<file path="src/rtl/paddle_controller.sv">
// Pong paddle: manual joystick or auto ball tracking, stepped motion with
// a prescaler that shortens as steps accumulate, and a registered pixel draw.
module paddle_controller #(
  parameter logic [2:0] COLOR        = 3'b111,
  parameter int unsigned PADDLE_W     = 4,
  parameter int unsigned PADDLE_H     = 40,
  parameter int unsigned START_X      = 5,
  parameter int unsigned START_Y      = 100,
  parameter int unsigned LIMIT_Y_MIN  = 5,
  parameter int unsigned LIMIT_Y_MAX  = 475,
  parameter int unsigned SPEED_GROUND = 5,
  parameter int unsigned MAX_SPEED    = 2,
  parameter int unsigned ACCEL_STEP   = 40,
  parameter int unsigned AI_DEADBAND  = 4
) (
  input  logic       i_clk,
  input  logic       i_rst,
  input  logic       i_mode,
  input  logic       i_control_up,
  input  logic       i_control_down,
  input  logic       i_freeze,
  input  logic [9:0] i_ball_y,
  input  logic [9:0] i_row,
  input  logic [9:0] i_col,
  output logic [2:0] o_rgb,
  output logic [9:0] o_pos_x,
  output logic [9:0] o_pos_y,
  output logic [7:0] o_size_x,
  output logic [7:0] o_size_y,
  output logic [7:0] o_speed,
  output logic [1:0] o_state
);

  typedef enum logic [1:0] {IDLE = 2'b00, UP = 2'b01, DOWN = 2'b10} state_t;

  state_t      r_state;
  state_t      w_req;
  logic [9:0]  r_pos_y;
  logic [7:0]  r_speed;
  logic [7:0]  r_timer;
  logic [7:0]  r_accel;
  logic [2:0]  r_rgb;

  // 11-bit sums keep pos/ball arithmetic free of wrap
  logic [10:0] w_pos11;
  logic [10:0] w_centre;
  logic [10:0] w_bottom;
  logic [10:0] w_ball11;
  logic [10:0] w_row11;
  logic [10:0] w_col11;
  logic        w_tick;
  logic        w_exec;

  assign w_pos11  = {1'b0, r_pos_y};
  assign w_centre = w_pos11 + 11'(PADDLE_H / 2);
  assign w_bottom = w_pos11 + 11'(PADDLE_H);
  assign w_ball11 = {1'b0, i_ball_y};
  assign w_row11  = {1'b0, i_row};
  assign w_col11  = {1'b0, i_col};
  assign w_tick   = (r_timer == r_speed - 8'd1);
  // A step only counts when the paddle actually moved
  assign w_exec   = w_tick &&
                    (((r_state == UP)   && (r_pos_y > 10'(LIMIT_Y_MIN))) ||
                     ((r_state == DOWN) && (w_bottom < 11'(LIMIT_Y_MAX))));

  // Motion request from joystick or ball tracker; freeze overrides both
  always_comb begin
    w_req = IDLE;
    if (i_freeze) begin
      w_req = IDLE;
    end else if (!i_mode) begin
      if (i_control_up && !i_control_down)      w_req = UP;
      else if (i_control_down && !i_control_up) w_req = DOWN;
    end else begin
      if (w_ball11 + 11'(AI_DEADBAND) < w_centre)      w_req = UP;
      else if (w_ball11 > w_centre + 11'(AI_DEADBAND)) w_req = DOWN;
    end
  end

  // Motion FSM: prescaled stepping with acceleration, restarted on any change
  always_ff @(posedge i_clk or posedge i_rst) begin
    if (i_rst) begin
      r_state <= IDLE;
      r_pos_y <= 10'(START_Y);
      r_speed <= 8'(SPEED_GROUND);
      r_timer <= 8'd0;
      r_accel <= 8'd0;
    end else if ((w_req != r_state) || (w_req == IDLE)) begin
      r_state <= w_req;
      r_speed <= 8'(SPEED_GROUND);
      r_timer <= 8'd0;
      r_accel <= 8'd0;
    end else if (w_tick) begin
      r_timer <= 8'd0;
      if (w_exec) begin
        if (r_state == UP) r_pos_y <= r_pos_y - 10'd1;
        else               r_pos_y <= r_pos_y + 10'd1;
        if (r_accel == 8'(ACCEL_STEP - 1)) begin
          r_accel <= 8'd0;
          if (r_speed > 8'(MAX_SPEED)) r_speed <= r_speed - 8'd1;
        end else begin
          r_accel <= r_accel + 8'd1;
        end
      end
    end else begin
      r_timer <= r_timer + 8'd1;
    end
  end

  // Registered pixel colour: inside the paddle rectangle or black
  always_ff @(posedge i_clk or posedge i_rst) begin
    if (i_rst) begin
      r_rgb <= 3'b000;
    end else if ((w_col11 >= 11'(START_X)) && (w_col11 < 11'(START_X) + 11'(PADDLE_W)) &&
                 (w_row11 >= w_pos11) && (w_row11 < w_bottom)) begin
      r_rgb <= COLOR;
    end else begin
      r_rgb <= 3'b000;
    end
  end

  assign o_rgb    = r_rgb;
  assign o_pos_x  = 10'(START_X);
  assign o_pos_y  = r_pos_y;
  assign o_size_x = 8'(PADDLE_W);
  assign o_size_y = 8'(PADDLE_H);
  assign o_speed  = r_speed;
  assign o_state  = r_state;

endmodule

</file>
<file path="config.mk">
export PLATFORM = sky130hd
export DESIGN_NAME = paddle_controller
export DESIGN_NICKNAME = d
export VERILOG_FILES = /design/src/rtl/paddle_controller.sv
export SDC_FILE = /design/constraint.sdc
export NUM_CORES = 1
export LEC_CHECK = 0
export ABC_AREA = 1
export CAP_MARGIN = 20
export CORE_ASPECT_RATIO = 1.1
export CORE_MARGIN = 4
export CORE_UTILIZATION = 50
export DETAILED_ROUTE_END_ITERATION = 10
export GPL_TIMING_DRIVEN = 0
export PLACE_DENSITY_LB_ADDON = 0.2
export SLEW_MARGIN = 5
export SYNTH_ARGS = -nofsm -noshare
export SYNTH_HDL_FRONTEND = slang
export SYNTH_SLANG_ARGS = --single-unit
export TNS_END_PERCENT = 1
</file>
<file path="constraint.sdc">
create_clock -name i_clk -period 8.77 [get_ports i_clk]
set_clock_uncertainty 0.15 [all_clocks]
set_input_delay 1.3155 -clock i_clk [delete_from_list [all_inputs] [get_ports i_clk]]
set_output_delay 1.3155 -clock i_clk [all_outputs]
set_load 0.005 [all_outputs]
</file>
==> metrics.yaml, run 1 <==
power_and_ir_drop:
  p_leak_uw: 0.00262
  ir_drop_uv: 54.6
  p_per_area_mw_per_mm2: 81.5
floorplanning:
  initial_core_util: 0.509
  ios: 85
  core-area_mm2: 0.00836
  die_h_um: 105
  placementRows: 35
  fp.dieArea_mm2: 0.0101
  die-width_um: 96.0
cts:
  clk_latency_ns: 0.29
  ctsHtreeMaxLevel: 2
  cts.sinks: 37
  cts_max_path_buffers: 2
  path_clk_slew_ns: 0.08
  post_cts_resize_count: 0
  cts_setup_buffers: 0
  cts_tree: "built"
  root_buffer: "clkbuf_8"
  cts_hold_buf: 0
  cts_buffers: 5
place:
  io_buffer_count: 58
  dp.cells: 775
  place_hpwl_um: 7830
  place_congestion: 0.917
  post_dp_cell_area_mm2: 0.00507
  dp_slack_ns: 4.02
worst_setup_path:
  arrival_ns: 4.51
  max_stage_delay_ns: 0.54
  worstPathCellList: "clkdlybuf4s50_1 -> ha_1 -> nand3_1 -> nor3b_1 -> xnor2_1 -> inv_1 -> ha_1 -> nand2_1 -> nor2_1 -> nand3_1 -> nand3_1 -> nand3_1 -> o21bai_2 -> nand2_1 -> nand2_1 -> nand2_1 -> nand3_1 -> buf_4 -> nand2_1 -> o21ai_1"
  endpoint_kind: "register"
  cp_top_family: "simple AND/OR/NAND/NOR gates"
  critPathMaxFanout: 10
  cp_data_required_time_ns: 8.83
  startpoint_type: "primary input"
  crit_buf_inv: 3
  slowest_stage: "clkdlybuf4s50_1"
  critical_path_class: "in2reg"
timing:
  post-route-period-util: 0.507
  rsz0062_at_grt: "false"
  hold_slack_ns: 0.370
  finalCriticalPeriod_ns: 4.45
  timing.fmax_ghz: 0.225
  tns_ns: 0
  hold_viol: 0
  setup_violations: 0
  relSlewSlack: 0.393
  layout_setup_ws_ns: 4.32
  worst_slew_pin_slew_ns: 0.906
  slew_viol_final: 0
detailed_routing:
  dr.pass1.iters: 4
  vias: 3899
  wirelength_um: 9530
  wl_per_cell_um: 12.2
  antenna_left: 0
  drt-vias-per-instance: 4.98
  drt_iter0_drc: 175
  drc_errors: 0
yosys:
  yosysTopAreaCellShare: 0.188
  syn-instance-count: 582
  ys_ff_latch: 37
  synth_area_mm2: 0.00426
  synthFlopType: "dfrtp_1"
  async_flop_share: 1.00
  synth_edf_count: 0
  synth_area_leaders: "dfrtp_1, ha_1, nand2_1"
  yosysTopAreaCell: "dfrtp_1"
  yosysUniqueCellTypes: 51
  ys_seq_area_frac: 0.219
  yosys_warnings: 0
  syn_area_per_cell_um2: 7.32
grt:
  grt_max_degree: 38
  grt_pass1_wl_um: 16600
  grt_overflow: 0
  antenna_found_initial: 0
  grt_use_total: 0.200
  grt_pass1_vias: 3899
finish:
  layoutNonFillerInstCount: 783
  syn_to_final_growth_pct: 21.5
  fin_area_mm2: 0.00518
  drive_gt1_frac: 0.122
  fillerInstances: 771
  diodes: 0
  layout_commonest_cell: "nand2_1"
  nets: 763
  final_cell_mix: "nand2_1, inv_1, clkdlybuf4s50_1, ha_1, nor2_1"
flow_run:
  maxCapViolations: 0
status:
  status: "finished clean"
worst_hold_path:
  min_path_type: "reg2reg"
[power breakdown]
part / internal [uW] / leakage (uW) / switching [uW]
Clock: 84.5 / 0.0000552 / 61.2
Sequential: 173 / 0.000487 / 2.91
Combinational: 47.9 / 0.00208 / 53.1
[stage by stage]
stage | utilization | power (uW)
5_1_grt | 0.619 | 447
3_5_place_dp | 0.606 | 280
3_3_place_gp | 0.606 | 277
6_report | 0.619 | 422
4_1_cts | 0.619 | 426
2_1_floorplan | - | 245
[cell type report]
cell class	instances	area, um2	share of cell area
multi-input cells	458	2870	0.554
flip-flops and latches	37	932	0.180
repair buffers	58	581	0.112
inverters	77	294	0.0568
plain buffers	34	256	0.0495
well taps	111	139	0.0268
clock buffers	6	72.6	0.0140
clock inverters	2	35.0	0.00676
[metal layers]
metal	part of all wire	track usage
met1	0.44	0.256
met3	0.049	0.0302
met5	0	0
met4	0.0090	0.0396
met2	0.50	0.352
[sequential cells by signal, summed over array words and instances (netlist names)]
signal / flops
r_accel: 8
o_pos_y: 10
o_speed: 8
r_timer: 8
o_state: 2
o_rgb: 1
[kinds of logic (layout without fill, tap and decap cells)]
| kind of cell | Yosys count | after routing | share of synthesized area |
|---|---|---|---|
| adder cells (fa/ha/maj) | 56 | 56 | 0.166 |
| AND/OR/NAND/NOR | 265 | 265 | 0.292 |
| buffers and inverters | 111 | 177 | 0.129 |
| flip-flops | 37 | 37 | 0.219 |
| other | 2 | 26 | 0.00176 |
| XOR/XNOR | 47 | 47 | 0.101 |
| AO/OA/AOI/OAI | 64 | 64 | 0.0913 |
[synth_stat cells, types with 7 or more instances]
| master | count |
|---|---|
| nor2_1 | 51 |
| xnor2_1 | 10 |
| ha_1 | 55 |
| nand2_1 | 121 |
| a21oi_1 | 27 |
| nand2_2 | 10 |
| nor3_1 | 8 |
| nand3_1 | 38 |
| xor2_1 | 36 |
| buf_4 | 32 |
| dfrtp_1 | 32 |
| o21ai_1 | 10 |
| o21ai_0 | 7 |
| inv_1 | 71 |
| nand4_1 | 10 |
[path summary, 6_finish.rpt]
path,endpoint,slack [ns],depth (start not counted),from
max,o_pos_y[5],4.32,20,i_ball_y[2]
min,r_timer[0],0.37,1,r_timer[0]
max reg2reg,o_pos_y[5],4.89,22,o_pos_y[2]
min reg2reg,r_timer[0],0.37,1,r_timer[0]
max in group asynchronous,r_accel[0],6.62,2,i_rst
min in group asynchronous,r_accel[3],1.35,2,i_rst
(Power assumes the default switching activity.)
==> run 2: changes to the inputs <==
- clock period: 8.77 -> 4.2 ns (I/O delays scaled with it)
==> metrics.yaml, run 2 (synthesis results as in run 1) <==
status:
  status: "finished clean"
timing:
  timing.fmax_ghz: 0.265
  finalCriticalPeriod_ns: 3.77
  rsz0062_at_grt: "false"
  setup_violations: 0  # unchanged
  hold_slack_ns: 0.370  # -0.0000110 ns
  worst_slew_pin_slew_ns: 0.902  # -0.00403 ns
  post-route-period-util: 0.897
  relSlewSlack: 0.396  # +0.00270
  slew_viol_final: 0  # unchanged
  hold_viol: 0  # unchanged
  tns_ns: 0  # unchanged
floorplanning:
  ios: 85  # unchanged
  die_h_um: 105  # unchanged
  die-width_um: 96.0  # unchanged
  fp.dieArea_mm2: 0.0101  # unchanged
  core-area_mm2: 0.00836  # unchanged
  placementRows: 35  # unchanged
  initial_core_util: 0.509  # unchanged
power_and_ir_drop:
  p_per_area_mw_per_mm2: 170  # +110%
  ir_drop_uv: 114  # +110%
  p_leak_uw: 0.00263  # +0.42%
worst_setup_path:
  crit_buf_inv: 3  # unchanged
  critPathMaxFanout: 10  # unchanged
  cp_top_family: "simple AND/OR/NAND/NOR gates"
  reg2reg_to: "o_pos_y[5]"
  worstPathCellList: "clkdlybuf4s50_1 -> ha_1 -> nand3_1 -> nor3b_1 -> xnor2_1 -> inv_1 -> ha_1 -> nand2_1 -> nor2_1 -> nand3_1 -> nand3_1 -> nand3_1 -> o21bai_2 -> nand2_1 -> nand2_1 -> nand2_1 -> nand3_1 -> buf_4 -> nand2_1 -> o21ai_1"
  max_stage_delay_ns: 0.55  # about the same
  r2r_slack_ns: 0.45  # -4.44 ns
  startpoint_type: "primary input"
  endpoint_kind: "register"
  ff2ff_path_depth: 22  # unchanged
  cp_data_required_time_ns: 4.26  # -4.57 ns
  slowest_stage: "clkdlybuf4s50_1"
  r2r_start: "o_pos_y[2]"
  arrival_ns: 3.83  # -0.68 ns
  critical_path_class: "in2reg"
cts:
  cts_max_path_buffers: 2  # unchanged
  cts.sinks: 37  # unchanged
  cts_buffers: 5  # unchanged
  ctsHtreeMaxLevel: 2  # unchanged
  cts_tree: "built"
  clk_latency_ns: 0.29  # about the same
  cts_hold_buf: 0  # unchanged
  root_buffer: "clkbuf_8"
  path_clk_slew_ns: 0.08  # about the same
grt:
  grt_pass1_wl_um: 16600  # unchanged
  antenna_found_initial: 0  # unchanged
  grt_pass1_vias: 3899  # unchanged
  grt_overflow: 0  # unchanged
  grt_use_total: 0.200  # unchanged
  grt_max_degree: 38  # unchanged
detailed_routing:
  drt-vias-per-instance: 4.98  # about the same
  antenna_left: 0  # unchanged
  dr.pass1.iters: 5  # +1
  wl_per_cell_um: 12.1  # -0.47%
  vias: 3910  # +0.28%
  wirelength_um: 9510  # -0.22%
  drt_iter0_drc: 155  # -11%
  drc_errors: 0  # unchanged
place:
  io_buffer_count: 58  # unchanged
  place_hpwl_um: 7830  # unchanged
  place_congestion: 0.917  # unchanged
worst_hold_path:
  min-delay-start: "r_timer[0]"
  min_path_type: "reg2reg"
  whs_path_depth: 1  # unchanged
  min_to: "r_timer[0]"
finish:
  nets: 765  # +0.26%
  diodes: 0  # unchanged
  largest_reg_flops: 10  # unchanged
  drive_gt1_frac: 0.125  # +0.00261
  syn_to_final_growth_pct: 21.9
  final_cell_mix: "nand2_1, inv_1, clkdlybuf4s50_1, ha_1, nor2_1"
  layout_commonest_cell: "nand2_1"
  fillerInstances: 770  # -0.13%
flow_run:
  maxCapViolations: 0  # unchanged
-- run 2: changes by cell type in the layout (fill, tap and decap cells not counted), sizes merged --
cell  delta
buf      +2
-- run 2: power by group --
| group | internal [uW] | switching (uW) |
|---|---|---|
| Combinational | 100 | 111 |
| Clock | 176 | 128 |
| Sequential | 361 | 6.02 |
| Total | 637 | 244 |
-- run 2: worst max path at each step --
| stage | startpoint | end | slack, ns | depth (start not counted) |
|---|---|---|---|---|
| floorplan | o_pos_y[2] | r_accel[5] | 0.80 | 22 |
| global placement | i_ball_y[2] | r_accel[5] | 0.23 | 20 |
| detailed placement | i_ball_y[2] | o_pos_y[1] | 0.14 | 20 |
| CTS | o_pos_y[2] | r_accel[5] | 0.33 | 22 |
| global route | i_ball_y[2] | o_pos_y[1] | 0.07 | 20 |
| finish | i_ball_y[2] | o_pos_y[5] | 0.43 | 20 |
-- run 2: per-stage QoR --
step                      area (um2)   util  instances  power, uW  setup slack [ns]
after global placement          5070  0.606        775        579             0.230
final                           5190  0.621        785        881             0.433
after floorplan                 4350      -        606        512             0.795
after CTS                       5180  0.619        783        889             0.326
after global routing            5190  0.621        785        934            0.0693
after detailed placement        5070  0.606        775        584             0.137
-- run 2: metal layers --
| layer | GRT usage | vias up | share of wire |
|---|---|---|---|
| met1 | 0.256 | 1787 | 0.44 |
| met5 | 0 | - | 0 |
| li1 | - | 2010 | - |
| met3 | 0.0302 | 11 | 0.048 |
| met4 | 0.0396 | 0 | 0.012 |
| met2 | 0.352 | 102 | 0.50 |
-- run 2: what timing repair did --
item                       in CTS  in global routing
setup endpoints to repair       0                  5
resized for setup               0                  0
buffers inserted                0                  2
hold endpoints to repair        0                  0
-- run 2: final cells by class --
type,count,area [um2],area share
Timing Repair Buffer,60,596,0.115
Buffer,34,256,0.0494
Inverter,77,294,0.0566
Sequential cell,37,932,0.179
Clock inverter,2,35.0,0.00675
Tap cell,111,139,0.0267
Multi-Input combinational cell,458,2870,0.552
Clock buffer,6,72.6,0.0140
==> run 3: changes to the inputs <==
- DONT_BUFFER_PORTS: not set -> 1
==> metrics.yaml, run 3 (synthesis results as in run 1) <==
detailed_routing:
  drc_errors: 0  # unchanged
  wl_met3_um: 702  # +53%
  highest_layer: "met4"
  antenna_left: 0  # unchanged
  wirelength_um: 9390  # -1.3%
  drt_iter0_drc: 138  # -11%
  dr.pass1.iters: 6  # +1
  wl_per_cell_um: 12.9  # +6.7%
  vias: 3663  # -6.3%
  wl_met2_um: 4540  # -5.4%
  wl_met1_um: 3980  # -3.9%
  drt-vias-per-instance: 5.05  # +1.3%
worst_setup_path:
  slowest_stage: "dfstp_2"
  ff2ff_path_depth: 22  # unchanged
  r2r_slack_ns: 0.41  # -0.04 ns
  startpoint_type: "register"
  critical_path_class: "reg2reg"
  reg2reg_to: "r_accel[5]"
  worstPathCellList: "inv_1 -> ha_1 -> nor2_1 -> nand2_1 -> nor2_1 -> nand2_1 -> nor3_1 -> xor2_1 -> ha_1 -> and3_1 -> nand3_1 -> nand2_1 -> inv_1 -> nand3_1 -> o21bai_2 -> nand2_1 -> nand2_2 -> nand3_4 -> buf_6 -> nor2_8 -> nand2_1 -> nand2_1"
  cp_data_required_time_ns: 4.28  # +0.02 ns
  endpoint_kind: "register"
  crit_buf_inv: 3  # unchanged
  critPathMaxFanout: 10  # unchanged
  cp_top_family: "simple AND/OR/NAND/NOR gates"
  crit_top_cell: "nand2_1"
  max_stage_delay_ns: 0.66  # +0.11 ns
  arrival_ns: 3.88  # +0.05 ns
  r2r_start: "o_pos_y[2]"
status:
  status: "finished clean"
cts:
  cts_hold_buf: 0  # unchanged
  cts_buffers: 5  # unchanged
  root_buffer: "clkbuf_8"
  cts.sinks: 37  # unchanged
  cts_max_path_buffers: 2  # unchanged
  clk_latency_ns: 0.30  # about the same
  cts_tree: "built"
  path_clk_slew_ns: 0.09  # about the same
  ctsHtreeMaxLevel: 2  # unchanged
power_and_ir_drop:
  p_leak_uw: 0.00241  # -8.5%
  switchingPower_uw: 246  # +0.53%
  swShare: 0.283  # +0.00572
  combPwrFrac: 0.194  # -0.045
  ir_drop_uv: 153  # +35%
  p_seq_frac: 0.423  # +0.007
  intPower_uw: 623  # -2.3%
  p_per_area_mw_per_mm2: 188  # +11%
  clkPwrFrac: 0.383  # +0.038
grt:
  grt_pass1_vias: 3631  # -6.9%
  antenna_found_initial: 0  # unchanged
  grt_use_total: 0.195  # -0.00567
  grt_max_degree: 38  # unchanged
  grt_pass1_wl_um: 15900  # -4.2%
  grt_overflow: 0  # unchanged
finish:
  final_cell_mix: "nand2_1, inv_1, ha_1, nor2_1, nand3_1"
  drive_gt1_frac: 0.137  # +0.0120
  syn_to_final_growth_pct: 8.40
  largest_reg_flops: 10  # unchanged
  layout_commonest_cell: "nand2_1"
  diodes: 0  # unchanged
  nets: 706  # -7.7%
  fillerInstances: 812  # +5.5%
timing:
  post-route-period-util: 0.903  # +0.00626
  setup_violations: 0  # unchanged
  slew_viol_final: 0  # unchanged
  tns_ns: 0  # unchanged
  timing.fmax_ghz: 0.264  # -0.69%
  layout_setup_ws_ns: 0.406  # -0.0263 ns
  worst_slew_pin_slew_ns: 0.965  # +0.0630 ns
  finalCriticalPeriod_ns: 3.79  # +0.0263 ns
  hold_viol: 0  # unchanged
  rsz0062_at_grt: "false"
  relSlewSlack: 0.354  # -0.0422
floorplanning:
  core-area_mm2: 0.00836  # unchanged
  die-width_um: 96.0  # unchanged
  initial_core_util: 0.509  # unchanged
  die_h_um: 105  # unchanged
  ios: 85  # unchanged
  placementRows: 35  # unchanged
  fp.dieArea_mm2: 0.0101  # unchanged
flow_run:
  maxCapViolations: 0  # unchanged
place:
  dp_slack_ns: 0.324  # +0.188 ns
  place_congestion: 0.840  # -8.4%
  place_hpwl_um: 7740  # -1.1%
  io_buffer_count: 0  # -100%
worst_hold_path:
  min_path_type: "in2async"
-- run 3: how the worst max path moves through the flow --
stage                     depth (start not counted)    endpoint  startpoint  slack [ns]
final                                            22  r_accel[5]  o_pos_y[2]        0.41
after CTS                                        22  r_accel[5]  o_pos_y[2]        0.30
after floorplan                                  22  r_accel[5]  o_pos_y[2]        0.80
after global routing                             22  r_accel[5]  o_pos_y[2]        0.03
after detailed placement                         22  o_pos_y[2]  o_pos_y[2]        0.32
after global placement                           22  o_pos_y[2]  o_pos_y[2]        0.36
-- run 3: area by class of cell --
cell class              instances  area (um2)  area share
plain buffers                  34         260      0.0563
clock buffers                   6        82.6      0.0179
clock inverters                 2        37.5     0.00813
inverters                      77         294      0.0637
multi-input cells             458        2870       0.621
flip-flops and latches         37         932       0.202
well taps                     111         139      0.0301
repair buffers                  1        5.00     0.00108
-- run 3: power groups by stage --
stage	clock [uW]	sequential, uW	combinational [uW]
floorplan	0	372	140
global placement	0	374	163
detailed placement	0	374	168
global route	353	368	195
CTS	338	367	169
finish	333	367	168
-- run 3: worst reg2reg max path: cells and delay by family, from the launching register on --
family          cells  cell delay, ns
simple gates       15            1.61
flops               1            0.66
fa+ha+maj           2            0.61
buf+inv             3            0.35
xor+xnor            1            0.19
compound gates      1            0.19
-- run 3: routing by layer --
metal,vias up,track usage
met5,-,0
met4,0,0.0620
met3,13,0.0468
met2,101,0.334
met1,1651,0.234
li1,1898,-
-- run 3: through the flow --
step | total power [uW] | std cells | instance area (um2) | utilization | hold slack [ns]
global placement | 537 | 717 | 4490 | 0.537 | 0.345
CTS | 874 | 725 | 4610 | 0.551 | 0.236
floorplan | 512 | 606 | 4350 | - | 0.322
detailed placement | 542 | 717 | 4490 | 0.537 | 0.353
global route | 917 | 726 | 4620 | 0.552 | 0.279
finish | 868 | 726 | 4620 | 0.552 | 0.206
-- run 3: timing repair --
action	4_1_cts	5_1_grt
setup buffers	0	1
setup endpoints to repair	0	11
resized for setup	0	1
